### src/rtl/project_types.sv
// Shared core types, plus the instruction line-buffer state and sizing.
package project_types;

  typedef logic [31:0] inst_t;

  localparam logic RST_ENABLE  = 1'b1;
  localparam logic CHIP_ENABLE = 1'b1;

  localparam int LINE_WORDS_DEFAULT = 4;

  typedef enum logic {
    IROM_IDLE,
    IROM_FILL
  } irom_state_t;

endpackage

### src/rtl/i_instbus.sv
// Fetch-stage instruction bus: address out, instruction back the same cycle.
interface i_instbus;
  import project_types::*;

  logic  en;
  logic  [31:0] addr;
  inst_t data;

  modport master (output en, output addr, input data);
  modport slave  (input en, input addr, output data);

endinterface

### src/rtl/irom_fill_ctrl.sv
// Line-fill FSM: word counter, latched fill tag and backing-memory handshake.
module irom_fill_ctrl
  import project_types::*;
#(
  parameter int LINE_WORDS = LINE_WORDS_DEFAULT,
  parameter int IDX_W      = $clog2(LINE_WORDS),
  parameter int TAG_W      = 30 - IDX_W
) (
  input  logic             clk,
  input  logic             rst,
  input  logic             miss,
  input  logic [TAG_W-1:0] tag,
  input  logic             mem_ack,
  output logic             mem_req,
  output logic [31:0]      mem_addr,
  output logic             busy,
  output logic             start,
  output logic             wr_en,
  output logic             done,
  output logic [IDX_W-1:0] cnt,
  output logic [TAG_W-1:0] fill_tag
);

  irom_state_t state, state_nxt;

  always_ff @(posedge clk) begin
    if (rst == RST_ENABLE) begin
      state    <= IROM_IDLE;
      cnt      <= '0;
      fill_tag <= '0;
    end else begin
      state <= state_nxt;
      if (start) begin
        fill_tag <= tag;
        cnt      <= '0;
      end else if (wr_en) begin
        cnt <= cnt + IDX_W'(1);
      end
    end
  end

  always_comb begin
    state_nxt = state;
    mem_req   = 1'b0;
    mem_addr  = '0;
    start     = 1'b0;
    wr_en     = 1'b0;
    done      = 1'b0;
    unique case (state)
      IROM_IDLE: begin
        if (miss) begin
          start     = 1'b1;
          state_nxt = IROM_FILL;
        end
      end
      IROM_FILL: begin
        mem_req  = 1'b1;
        mem_addr = {fill_tag, cnt, 2'b00};
        if (mem_ack) begin
          wr_en = 1'b1;
          if (cnt == IDX_W'(LINE_WORDS - 1)) begin
            done      = 1'b1;
            state_nxt = IROM_IDLE;
          end
        end
      end
      default: state_nxt = IROM_IDLE;
    endcase
  end

  assign busy = (state == IROM_FILL);

endmodule

### src/rtl/irom_line_buffer.sv
// One-line instruction buffer: zero-latency hits, burst fill on miss.
// Define IROM_STATS_EN to add the miss_cnt port and counter.
module irom_line_buffer
  import project_types::*;
#(
  parameter int LINE_WORDS = LINE_WORDS_DEFAULT,
  parameter int IDX_W      = $clog2(LINE_WORDS)
) (
  input  logic        clk,
  input  logic        rst,
  i_instbus.slave     rom,
  output logic        stallreq,
  output logic        mem_req,
  output logic [31:0] mem_addr,
  input  logic        mem_ack,
  input  logic [31:0] mem_rdata
`ifdef IROM_STATS_EN
  ,
  output logic [31:0] miss_cnt
`endif
);

  localparam int TAG_W = 30 - IDX_W;

  logic [TAG_W-1:0] tag, line_tag, fill_tag;
  logic [IDX_W-1:0] word, cnt;
  logic             line_valid;
  logic             hit, miss;
  logic             busy, start, wr_en, done;
  inst_t            line [LINE_WORDS];

  assign tag  = rom.addr[31:IDX_W+2];
  assign word = rom.addr[IDX_W+1:2];

  assign hit  = (rom.en == CHIP_ENABLE) && line_valid && (tag == line_tag);
  assign miss = (rom.en == CHIP_ENABLE) && !hit;

  assign stallreq = miss || busy;
  assign rom.data = (hit && !busy) ? line[word] : '0;

  irom_fill_ctrl #(
    .LINE_WORDS (LINE_WORDS),
    .IDX_W      (IDX_W),
    .TAG_W      (TAG_W)
  ) u_fill (
    .clk      (clk),
    .rst      (rst),
    .miss     (miss),
    .tag      (tag),
    .mem_ack  (mem_ack),
    .mem_req  (mem_req),
    .mem_addr (mem_addr),
    .busy     (busy),
    .start    (start),
    .wr_en    (wr_en),
    .done     (done),
    .cnt      (cnt),
    .fill_tag (fill_tag)
  );

  always_ff @(posedge clk) begin
    if (wr_en) line[cnt] <= mem_rdata;
  end

  // The line becomes valid only once its last word has landed.
  always_ff @(posedge clk) begin
    if (rst == RST_ENABLE) begin
      line_valid <= 1'b0;
      line_tag   <= '0;
    end else if (done) begin
      line_valid <= 1'b1;
      line_tag   <= fill_tag;
    end
  end

`ifdef IROM_STATS_EN
  always_ff @(posedge clk) begin
    if (rst == RST_ENABLE) miss_cnt <= '0;
    else if (start)        miss_cnt <= miss_cnt + 32'd1;
  end
`endif

endmodule
### src/flat_wrapper.sv
// flat-port wrapper written by rule: the top's interface ports become plain ports
module irom_line_buffer_flat import project_types::*;
#(
  parameter int LINE_WORDS = LINE_WORDS_DEFAULT,
  parameter int IDX_W      = $clog2(LINE_WORDS)
)
  (clk, rst, stallreq, mem_req, mem_addr, mem_ack, mem_rdata, rom_en, rom_addr, rom_data);
  i_instbus rom_i ();
  input  logic clk;
  input  logic rst;
  output logic stallreq;
  output logic mem_req;
  output logic [31:0] mem_addr;
  input  logic mem_ack;
  input  logic [31:0] mem_rdata;
  input wire logic [$bits(rom_i.en)-1:0] rom_en;
  input wire logic [$bits(rom_i.addr)-1:0] rom_addr;
  output wire logic [$bits(rom_i.data)-1:0] rom_data;
  assign rom_i.en = rom_en;
  assign rom_i.addr = rom_addr;
  assign rom_data = rom_i.data;
  irom_line_buffer #(.LINE_WORDS(LINE_WORDS), .IDX_W(IDX_W)) u_core (.clk(clk), .rst(rst), .rom(rom_i), .stallreq(stallreq), .mem_req(mem_req), .mem_addr(mem_addr), .mem_ack(mem_ack), .mem_rdata(mem_rdata));
endmodule
### config.mk
export PLATFORM = sky130hd
export DESIGN_NAME = irom_line_buffer_flat
export DESIGN_NICKNAME = d
export VERILOG_FILES = /design/src/rtl/project_types.sv /design/src/rtl/i_instbus.sv /design/src/rtl/irom_fill_ctrl.sv /design/src/rtl/irom_line_buffer.sv /design/src/flat_wrapper.sv
export SDC_FILE = /design/constraint.sdc
export NUM_CORES = 1
export LEC_CHECK = 0
export CELL_PAD_IN_SITES_DETAIL_PLACEMENT = 0
export CELL_PAD_IN_SITES_GLOBAL_PLACEMENT = 1
export CORE_ASPECT_RATIO = 0.7
export CORE_UTILIZATION = 43
export DETAILED_ROUTE_END_ITERATION = 8
export PLACE_DENSITY_LB_ADDON = 0.08
export SLEW_MARGIN = 20
export SYNTH_ARGS = -nofsm -noshare
export SYNTH_HDL_FRONTEND = slang
export SYNTH_SLANG_ARGS = --single-unit
### constraint.sdc
create_clock -name clk -period 2.5 [get_ports clk]
set_input_delay 0.375 -clock clk [delete_from_list [all_inputs] [get_ports clk]]
set_output_delay 0.375 -clock clk [all_outputs]
set_load 0.005 [all_outputs]
==> metrics.yaml <==
outcome: "finished, violations left"
failed_checks: "negative setup slack"
vias_per_cell: 5.08
globalRoute.totalOverflow: 0
yosys.area_share.simple_pct: 13.8
hold_viol: 0
synth_mux_area_share_pct: 12.8
hp-class: "input pin to flop"
clock-sinks: 188
die_w_um: 163
wl_per_cell_um: 18.4
yosysTopAreaCell: "edfxtp_1"
area_delta_synth_final_pct: 34.5
crit_path_end_kind: "output port"
cts_made_buffers: 17
cp.required_ns: 2.12
synthXorXnorAreaFrac_pct: 2.80
clk_pin_slew_ns: 0.07
synth_top_family_by_area: "simple AND/OR/NAND/NOR gates"
first_pass_iters: 4
fin_ws_ns: -0.312
post-synth-top-count-cell: "edfxtp_1"
fin_skew_ns: 0.00918
synthArstFlopShare_pct: 0
drc: 0
drt_iter0_drc: 334
syn_avg_cell_area_um2: 13.7
holdWs_ns: 0.255
netlist_area_um2: 7820
powerDensity_nw_per_um2: 626
cts_tree: "yes"
io_pins: 134
synth_edf_count: 128
rows: 40
initial_utilization_pct: 44.8
antenna_found_initial: 0
dieHeight_um: 115
netlist.area_leader.share_pct: 49.1
layout-drive-gt1-share_pct: 26.0
fin_crit_ns: 2.81
startpoint_type: "flop"
vias: 5025
dieArea_um2: 18700
synthTopCellsByCount: "edfxtp_1 (128), nand2_1 (115), dfxtp_1 (60)"
critPathBufInv: 6
setup_tns_ns: -7.50
synth_warnings: 0
power_leakage_nw: 3.82
ant_nets: 0
ys.flop_type: "edfxtp_1"
slowest_delay_ns: 0.34
slew_violations: 0
fin_crit_sh_pct: 112
r2r_slack_ns: 0.37
cp_max_fo: 4
cts.path.max_buffers: 2
synth.top_cells.by_area: "edfxtp_1 (49%), dfxtp_1 (15%), mux4_2 (9.2%), nand2_1 (5.5%), mux2i_1 (3.6%)"
yosysSeqAreaShare_pct: 64.5
drt-total-wl_mm: 18.2
cp_slowest_cell: "dfxtp_2"
cp_cell_sequence: "xnor2_2 -> buf_4 -> nand4_1 -> nor4_2 -> buf_4 -> nand4b_4 -> buf_6 -> buf_12 -> buf_6 -> and2b_1 -> buf_2"
root_buffer: "clkbuf_16"
nets: 818
max_cap_violations: 0
cts-htree-levels: 4
diodes: 0
grt_pass1_vias: 4964
crit_family: "buffers and inverters"
ys_ff_latch: 188
synthAdderAreaFrac_pct: 0.640
fmax_ghz: 0.356
grt_max_degree: 57
ir_drop_v: 0.000352
dp_hpwl_mm: 11.2
gp_congestion: 0.847
grt_pass1_wl_mm: 28.1
syn-instance-count: 572
rsz0062_at_grt: "yes"
synth_cell_types: 36
criticalPathCategory: "flop to output port"
port_buffers: 129
coreArea_um2: 17500
worstPathArrival_ns: 2.44
grt_usage_pct: 20.4
setup_viol: 33
clock_latency_ns: 0.43
synth-compound-area-share_pct: 2.70
==> path summary, 6_finish.rpt <==
kind                              startpoint                    endpoint  cells after the start
hold / removal                  rom_addr[19]  u_core.u_fill.fill_tag[15]                      3
hold reg to reg   u_core.u_fill.fill_tag[23]         u_core.line_tag[23]                      2
setup / recovery          u_core.line_tag[8]                 rom_data[1]                     11
setup reg to reg          u_core.line_tag[8]        u_core.u_fill.cnt[1]                     10
==> layout by cell type, fill, tap and decap left out, types with 2 or more instances in the layout <==
cell type	n
clkinv_1	2
nor4_1	3
buf_2	34
buf_6	6
nor4_2	2
buf_4	37
buf_16	2
xnor2_2	8
nor2_1	3
mux2i_1	28
and2b_1	2
conb_1	2
ha_1	4
dlygate4sd2_1	11
inv_1	4
nand2_1	115
edfxtp_1	128
nand3_1	7
dfxtp_2	3
o21ai_0	2
xnor2_1	16
clkdlybuf4s50_1	81
dlymetal6s2s_1	2
dfxtp_1	57
and2_1	30
clkbuf_16	17
and3_2	3
nor2b_1	12
a21oi_1	28
buf_8	2
nor2b_4	16
nand4_1	11
inv_8	5
buf_12	13
mux4_2	32
nand2b_1	7
inv_6	3
nor2b_2	2
==> worst register-to-register path: stages (launching register included) <==
cell,delay [ns]
dfxtp_2,0.34
xnor2_2,0.15
buf_4,0.15
nand4_1,0.13
nor4_2,0.27
buf_4,0.16
nand4b_4,0.13
buf_12,0.16
buf_6,0.17
buf_4,0.17
a221oi_2,0.22
==> report_power, final <==
part / internal (W) / leakage [nW] / switching, W / total, W
clock network: 0.00141 / 0.282 / 0.00125 / 0.00266
logic: 0.000288 / 1.89 / 0.000234 / 0.000523
registers: 0.00338 / 1.65 / 0.0000274 / 0.00340
==> flip-flops by register name, summed over array words and instances, names as in the netlist <==
signal                  cells
u_core.line               128
u_core.u_fill.fill_tag     28
u_core.line_tag            28
u_core.u_fill.busy          1
u_core.u_fill.cnt           2
u_core.line_valid           1
==> what timing repair did <==
item                       4_1_cts  5_1_grt
setup endpoints to repair       33       33
hold buffers                     0        0
cloned                           4        0
resized for setup              181       15
buffers inserted                11        2
pin swaps                        6        7
==> layout make-up <==
cell class / count / area [um^2]
sequential: 188 / 5050
timing repair buffer: 189 / 1800
inverter: 5 / 18.8
clock inverter: 15 / 154
tap: 231 / 289
multi-input combinational: 345 / 2780
clock buffer: 17 / 425
fill: 1404 / 6950
==> stage by stage <==
stage,setup slack [ns],utilization (%),cell area [um^2],total power (W),std cells
after global routing,-0.432,60.2,10500,0.00681,990
after floorplan,0.283,-,7830,0.00371,573
after global placement,-0.734,55.5,9700,0.00398,943
after CTS,-0.375,60.1,10500,0.00664,990
after detailed placement,-0.757,55.5,9700,0.00399,943
final,-0.312,60.2,10500,0.00659,990
==> per-layer routing <==
| layer | vias up | GRT usage, % | routed length, um |
|---|---|---|---|
| li1 | 2397 | - | - |
| met1 | 2465 | 30.2 | 8650 |
| met2 | 152 | 30.2 | 8120 |
| met3 | 11 | 4.69 | 1300 |
| met4 | 0 | 5.67 | 160 |
| met5 | - | 0 | 0 |
==> logic make-up (layout without fill, tap and decap cells) <==
kind of cell	count (synthesis)	after routing
and+or+nand+nor	217	217
DFF	188	188
muxes	60	60
buffers and inverters	40	226
AOI/OAI and AO/OA	37	37
xor gates and xnor gates	25	25
adders and majority gates	4	4
other	1	2
(Power assumes the default switching activity.)
